<file path="src/rtl/noc_pkg.sv">
// noc_pkg: shared Spidergon router constants, arbiter state and flit type encodings
package noc_pkg;
   localparam int PORT_LOCAL  = 0;
   localparam int PORT_CW     = 1;
   localparam int PORT_CCW    = 2;
   localparam int PORT_ACROSS = 3;
   typedef enum logic {IDLE, LOCKED} arb_state_t;
   typedef enum logic [1:0] {HEAD, BODY, TAIL, HEAD_TAIL} flit_type_t;
endpackage

</file>
<file path="src/rtl/spidergon_output_arbiter_if.sv">
// spidergon_output_arbiter_if: requester/credit inputs and grant/status outputs of one output-port arbiter
//   master: input ports and downstream credit side (drives flit_*, credit_return)
//   slave : the arbiter (drives grant, out_valid, out_vc, locked, credit_count, protocol_error)
interface spidergon_output_arbiter_if #(
   parameter int NUM_OF_INPUT_PORTS      = 4,
   parameter int NUM_OF_VIRTUAL_CHANNELS = 2,
   parameter int VC_BUFFER_DEPTH         = 2
);
   localparam int N  = NUM_OF_INPUT_PORTS * NUM_OF_VIRTUAL_CHANNELS;
   localparam int CW = $clog2(VC_BUFFER_DEPTH + 1);
   localparam int VW = (NUM_OF_VIRTUAL_CHANNELS > 1) ? $clog2(NUM_OF_VIRTUAL_CHANNELS) : 1;
   logic [N-1:0]                         flit_valid;
   logic [N-1:0]                         flit_is_head;
   logic [N-1:0]                         flit_is_tail;
   logic [NUM_OF_VIRTUAL_CHANNELS-1:0]   credit_return;
   logic [N-1:0]                         grant;
   logic                                 out_valid;
   logic [VW-1:0]                        out_vc;
   logic                                 locked;
   logic [NUM_OF_VIRTUAL_CHANNELS*CW-1:0] credit_count;
   logic                                 protocol_error;
   modport master (
      output flit_valid, flit_is_head, flit_is_tail, credit_return,
      input  grant, out_valid, out_vc, locked, credit_count, protocol_error
   );
   modport slave (
      input  flit_valid, flit_is_head, flit_is_tail, credit_return,
      output grant, out_valid, out_vc, locked, credit_count, protocol_error
   );
endinterface

</file>
<file path="src/rtl/spidergon_output_arbiter_rr_priority_select.sv">
// rr_priority_select: combinational round-robin picker
//   req: request vector, ptr: highest-priority index, gnt: one-hot winner (zero when no request)
module rr_priority_select #(
   parameter int N  = 8,
   parameter int PW = (N > 1) ? $clog2(N) : 1
) (
   input  logic [N-1:0]  req,
   input  logic [PW-1:0] ptr,
   output logic [N-1:0]  gnt
);
   // scan from the far end back to ptr so the closest request at/after ptr is written last
   always_comb begin
      gnt = '0;
      for (int i = N - 1; i >= 0; i--)
         if (req[(int'(ptr) + i) % N]) begin
            gnt = '0;
            gnt[(int'(ptr) + i) % N] = 1'b1;
         end
   end
endmodule

</file>
<file path="src/rtl/spidergon_output_arbiter.sv">
// spidergon_output_arbiter: wormhole switch allocator with per-VC credit counters for one output link
//   clk, reset (async, active-high)
//   bus (slave): flit_valid/flit_is_head/flit_is_tail per requester, credit_return per VC in;
//                grant, out_valid, out_vc, locked, credit_count, protocol_error out
module spidergon_output_arbiter
   import noc_pkg::*;
#(
   parameter int NUM_OF_INPUT_PORTS      = 4,
   parameter int NUM_OF_VIRTUAL_CHANNELS = 2,
   parameter int VC_BUFFER_DEPTH         = 2
) (
   input logic clk,
   input logic reset,
   spidergon_output_arbiter_if.slave bus
);
   localparam int N   = NUM_OF_INPUT_PORTS * NUM_OF_VIRTUAL_CHANNELS;
   localparam int NVC = NUM_OF_VIRTUAL_CHANNELS;
   localparam int CW  = $clog2(VC_BUFFER_DEPTH + 1);
   localparam int PW  = (N > 1) ? $clog2(N) : 1;
   localparam int VW  = (NVC > 1) ? $clog2(NVC) : 1;
   arb_state_t    state;
   logic [PW-1:0] rr_ptr, owner, gidx, next_ptr;
   logic [CW-1:0] credit [NVC];
   logic [CW-1:0] credit_nxt [NVC];
   logic [NVC-1:0] sat_err;
   logic [N-1:0]  eligible, rr_gnt, grant;
   logic          err, stray_body;
   always_comb begin
      eligible = '0;
      for (int i = 0; i < N; i++)
         eligible[i] = bus.flit_valid[i] & (credit[i % NVC] != '0);
   end
   rr_priority_select #(.N(N), .PW(PW)) u_rr (
      .req (eligible & bus.flit_is_head),
      .ptr (rr_ptr),
      .gnt (rr_gnt)
   );
   assign grant = reset ? '0 :
                  (state == IDLE) ? rr_gnt :
                  (eligible[owner] ? (N'(1) << owner) : '0);
   always_comb begin
      gidx = '0;
      for (int i = 0; i < N; i++)
         if (grant[i]) gidx = PW'(i);
   end
   assign next_ptr       = PW'((int'(gidx) + 1) % N);
   assign stray_body     = (state == IDLE) & |(bus.flit_valid & ~bus.flit_is_head);
   assign bus.grant      = grant;
   assign bus.out_valid  = |grant;
   assign bus.out_vc     = bus.out_valid ? VW'(int'(gidx) % NVC) : '0;
   assign bus.locked     = (state == LOCKED);
   assign bus.protocol_error = err;
   // same-cycle decrement and return cancel; a return into a full counter saturates and flags an error
   always_comb begin
      for (int v = 0; v < NVC; v++) begin
         sat_err[v]    = bus.credit_return[v] & ~(bus.out_valid & bus.out_vc == VW'(v)) & (credit[v] == CW'(VC_BUFFER_DEPTH));
         credit_nxt[v] = (bus.credit_return[v] & ~(bus.out_valid & bus.out_vc == VW'(v)) & ~sat_err[v]) ? credit[v] + 1'b1 :
                         (~bus.credit_return[v] & bus.out_valid & bus.out_vc == VW'(v)) ? credit[v] - 1'b1 : credit[v];
      end
   end
   genvar v;
   for (v = 0; v < NVC; v++) begin : g_cc
      assign bus.credit_count[v*CW +: CW] = credit[v];
   end
   always_ff @(posedge clk or posedge reset)
      if (reset) begin
         state  <= IDLE;
         rr_ptr <= '0;
         owner  <= '0;
         credit <= '{default: CW'(VC_BUFFER_DEPTH)};
         err    <= 1'b0;
      end else begin
         credit <= credit_nxt;
         if (bus.out_valid) begin
            if (bus.flit_is_tail[gidx]) begin
               state  <= IDLE;
               rr_ptr <= next_ptr;
            end else if (state == IDLE) begin
               state <= LOCKED;
               owner <= gidx;
            end
         end
         if (stray_body | (|sat_err) | (bus.locked & bus.out_valid & bus.flit_is_head[gidx]))
            err <= 1'b1;
      end
endmodule

</file>
<file path="src/flat_wrapper.sv">
// flat-port wrapper written by rule: the top's interface ports become plain ports
module spidergon_output_arbiter_flat import noc_pkg::*;
#(
   parameter int NUM_OF_INPUT_PORTS      = 4,
   parameter int NUM_OF_VIRTUAL_CHANNELS = 2,
   parameter int VC_BUFFER_DEPTH         = 2
)
  (clk, reset, bus_flit_valid, bus_flit_is_head, bus_flit_is_tail, bus_credit_return, bus_grant, bus_out_valid, bus_out_vc, bus_locked, bus_credit_count, bus_protocol_error);
  spidergon_output_arbiter_if #(.NUM_OF_INPUT_PORTS(NUM_OF_INPUT_PORTS), .NUM_OF_VIRTUAL_CHANNELS(NUM_OF_VIRTUAL_CHANNELS), .VC_BUFFER_DEPTH(VC_BUFFER_DEPTH)) bus_i ();
  input logic clk;
  input logic reset;
  input wire logic [$bits(bus_i.flit_valid)-1:0] bus_flit_valid;
  input wire logic [$bits(bus_i.flit_is_head)-1:0] bus_flit_is_head;
  input wire logic [$bits(bus_i.flit_is_tail)-1:0] bus_flit_is_tail;
  input wire logic [$bits(bus_i.credit_return)-1:0] bus_credit_return;
  output wire logic [$bits(bus_i.grant)-1:0] bus_grant;
  output wire logic [$bits(bus_i.out_valid)-1:0] bus_out_valid;
  output wire logic [$bits(bus_i.out_vc)-1:0] bus_out_vc;
  output wire logic [$bits(bus_i.locked)-1:0] bus_locked;
  output wire logic [$bits(bus_i.credit_count)-1:0] bus_credit_count;
  output wire logic [$bits(bus_i.protocol_error)-1:0] bus_protocol_error;
  assign bus_i.flit_valid = bus_flit_valid;
  assign bus_i.flit_is_head = bus_flit_is_head;
  assign bus_i.flit_is_tail = bus_flit_is_tail;
  assign bus_i.credit_return = bus_credit_return;
  assign bus_grant = bus_i.grant;
  assign bus_out_valid = bus_i.out_valid;
  assign bus_out_vc = bus_i.out_vc;
  assign bus_locked = bus_i.locked;
  assign bus_credit_count = bus_i.credit_count;
  assign bus_protocol_error = bus_i.protocol_error;
  spidergon_output_arbiter #(.NUM_OF_INPUT_PORTS(NUM_OF_INPUT_PORTS), .NUM_OF_VIRTUAL_CHANNELS(NUM_OF_VIRTUAL_CHANNELS), .VC_BUFFER_DEPTH(VC_BUFFER_DEPTH)) u_core (.clk(clk), .reset(reset), .bus(bus_i));
endmodule
</file>
<file path="config.mk">
export PLATFORM = sky130hd
export DESIGN_NAME = spidergon_output_arbiter_flat
export DESIGN_NICKNAME = d
export VERILOG_FILES = /design/src/rtl/noc_pkg.sv /design/src/rtl/spidergon_output_arbiter_if.sv /design/src/rtl/spidergon_output_arbiter_rr_priority_select.sv /design/src/rtl/spidergon_output_arbiter.sv /design/src/flat_wrapper.sv
export SDC_FILE = /design/constraint.sdc
export NUM_CORES = 1
export LEC_CHECK = 0
export BUFFER_PORTS_ARGS = -buffer_cell sky130_fd_sc_hd__clkbuf_2
export CELL_PAD_IN_SITES_DETAIL_PLACEMENT = 1
export CELL_PAD_IN_SITES_GLOBAL_PLACEMENT = 1
export CORE_MARGIN = 3
export CORE_UTILIZATION = 43
export DETAILED_ROUTE_END_ITERATION = 12
export PLACE_DENSITY_LB_ADDON = 0.05
export SLEW_MARGIN = 20
export SYNTH_ARGS = -nofsm -noshare
export SYNTH_HDL_FRONTEND = slang
export SYNTH_SLANG_ARGS = --single-unit
</file>
<file path="constraint.sdc">
create_clock -name clk -period 6.26 [get_ports clk]
set_input_delay 1.252 -clock clk [delete_from_list [all_inputs] [get_ports clk]]
set_output_delay 1.252 -clock clk [all_outputs]
set_load 0.1 [all_outputs]
</file>
==> run_results.csv <==
group,metric,value,unit
timing,hold_violations,0,
synthesis,synth-simple-area-share,25.10,%
worst_setup_path,arrival,4.71,ns
flow_run,maxCapViolCount,0,
detailed_routing,totalWireLength,11150,um
grt,grt_busiest_layer,"met2",
synthesis,syn_area,2806,sq um
worst_setup_path,startpoint_type,"register",
place,dp_hpwl,9017,um
finish,final_common_cell,"clkbuf_2",
synthesis,syn_nets,405,
timing,min_period,5.958,ns
clock_tree,post_cts_buffers,0,
clock_tree,tritoncts,"yes",
worst_setup_path,crit_top_cell,"nand2b_1",
synthesis,synthAdderAreaFrac,3.121,%
timing,max_slew_margin,31.31,%
worst_hold_path,hp-start,"u_core.bus.credit_count[3]$_DFFE_PP1P_",
grt,first_global_vias,3250,
clock_tree,clock_sinks,12,
clock_tree,clkTransAtPathRegs,0.06,ns
grt,grt.overflow.total,0,
synthesis,synth_flop_cell,"dfrtp_1",
synthesis,async_flop_share,100.0,%
worst_setup_path,crit_slowest_cell,"o41ai_4",
synthesis,seq_area_frac_synth,10.79,%
place,io_buffers,43,
synthesis,muxShareOfSynthArea,2.630,%
die,num_rows,28,
worst_hold_path,holdCritPathClass,"reg2reg",
synthesis,synth_seq_cells,12,
die,pin_count,44,
grt,grt_usage,30.19,%
synthesis,synth_edf_count,0,
clock_tree,htreeDepth,1,
clock_tree,numCtsBuffers,3,
detailed_routing,dr.pass1.iters,5,
synthesis,yosys_warnings,0,
timing,setup_tns,0,ns
finish,nNetsFinal,436,
grt,antenna_found_initial,0,
worst_setup_path,r2r-start,"u_core.rr_ptr[0]$_DFFE_PP0P_",
timing,rsz0062_at_grt,"false",
outcome,status,"completed",
place,place.gp.congestion,0.9863,
die,fp.coreArea,6131,sq um
grt,grtUsageMet2,50.52,%
worst_setup_path,cp_top_family,"compound AO/OA/AOI/OAI gates",
clock_tree,cts-resized-gates,0,
synthesis,postSynthCellCount,370,
worst_setup_path,reg2reg_slack,1.22,ns
finish,mostFrequentLayoutCells,"42 x clkbuf_2, 29 x nor2_1, 27 x nand2_1",
finish,drive_gt1_share,23.25,%
worst_setup_path,end_kind,"output port",
clock_tree,clock_path_buffers,2,
clock_tree,clk_latency,0.26,ns
timing,fin_crit_sh,95.18,%
worst_setup_path,cp_max_fo,10,
detailed_routing,route.detailed.drc,0,
grt,grt_max_degree,23,
detailed_routing,routedWlPerCell,23.48,um
synthesis,synth.distinct_cells,91,
clock_tree,ctsHoldBuffers,0,
timing,fmax,0.1678,GHz
synthesis,syn_avg_cell_area,7.585,sq um
die,die_h,86.79,um
timing,fin_skew,0.007432,ns
synthesis,synth-compound-area-share,47.17,%
detailed_routing,routed_via_density,6.920,
synthesis,synth_xor_area_share,2.497,%
die,initial_core_util,45.78,%
grt,grt_pass1_wl,17720,um
detailed_routing,vias,3287,
timing,final-setup-viol-count,0,
worst_setup_path,worstPathBufferInverterCount,3,
synthesis,synth_top_family_by_area,"compound AO/OA/AOI/OAI gates",
timing,drv_slew,0,
timing,worst_pin_slew,1.030,ns
clock_tree,cts-root-buf,"clkbuf_8",
finish,syn2layout_area_growth,10.70,%
die,die_area,7532,sq um
worst_setup_path,critical_path_required,5.01,ns
grt,use_met3,2.376,%
finish,antenna_cells,0,
detailed_routing,drt-initial-drc-count,221,
grt,grtUsageMet1,42.68,%
die,die_w,86.79,um
worst_setup_path,crit_path_max_incr_delay,0.68,ns
worst_setup_path,crit_chain,"inv_1, ha_1, nand2b_1, nor3_2, o41ai_4, o21ai_2, a2111o_1, o21ai_1, a41oi_1, a21oi_1, nand2b_1, nor2_2, inv_2, buf_12",
worst_setup_path,crit_type,"reg2out",
worst_setup_path,startpoint,"u_core.rr_ptr[0]$_DFFE_PP0P_",
detailed_routing,drtAntennaViolNets,0,
[sequential cells by signal, summed over array words and instances, names as in the netlist]
register	cells
u_core.owner	3
u_core.bus.locked	1
u_core.rr_ptr	3
u_core.bus.credit_count	4
u_core.bus.protocol_error	1
[through the flow]
stage | cells | instance area (sq um) | hold slack [ns] | setup WS [ns] | utilization (%)
2_1_floorplan | 370 | 2806 | 0.4902 | 0.4249 | -
3_3_place_gp | 471 | 3048 | 0.5332 | 0.5046 | 49.71
3_5_place_dp | 471 | 3048 | 0.5392 | 0.4068 | 49.71
4_1_cts | 475 | 3103 | 0.5507 | 0.3170 | 50.61
5_1_grt | 475 | 3107 | 0.5675 | 0.09347 | 50.67
6_report | 475 | 3107 | 0.5434 | 0.3016 | 50.67
[final timing paths]
kind / endpoint / depth (start not counted)
worst max-delay path: bus_out_valid / 14
worst min-delay path: u_core.bus.credit_count[3]$_DFFE_PP1P_ / 1
worst max register to register: u_core.owner[2]$_DFFE_PP0P_ / 16
worst min register to register: u_core.bus.credit_count[3]$_DFFE_PP1P_ / 1
max in group asynchronous: u_core.rr_ptr[1]$_DFFE_PP0P_ / 2
min in group asynchronous: u_core.owner[2]$_DFFE_PP0P_ / 2
[cells by family after synthesis]
family | Yosys count
AO/OA/AOI/OAI | 154
AND/OR/NAND/NOR | 129
buffers and inverters | 53
flip-flops | 12
XOR/XNOR | 8
multiplexers | 7
adder cells (fa/ha/maj) | 7
[per-layer routing]
metal	vias up	routed length, um
li1	1516	-
met1	1637	5049
met2	125	5288
met3	9	692
met4	0	124
met5	-	0
[cell usage after synthesis (all sizes together), types with 8 or more instances]
master / instances / area (sq um)
inv: 29 / 108.9
buf: 17 / 108.9
or2: 8 / 50.06
and2: 8 / 52.55
dfrtp: 10 / 250.2
a2111oi: 10 / 113.9
a211oi: 14 / 110.1
o21ai: 11 / 58.80
nor2: 31 / 121.4
or3: 9 / 61.31
o211ai: 14 / 120.1
a21oi: 19 / 98.85
nor3: 16 / 101.4
nand2: 27 / 101.4
[cell type report]
cell class,count,area [sq um]
multi-input cells,305,2263
repair buffers,50,282.8
clock buffers,4,55.05
inverters,29,108.9
well taps,75,93.84
fillers,800,3024
flip-flops and latches,12,302.8
Power is left out: the tool's default activity adds up to more than one toggle a clock period on the data nets, which glitch-free logic cannot reach.
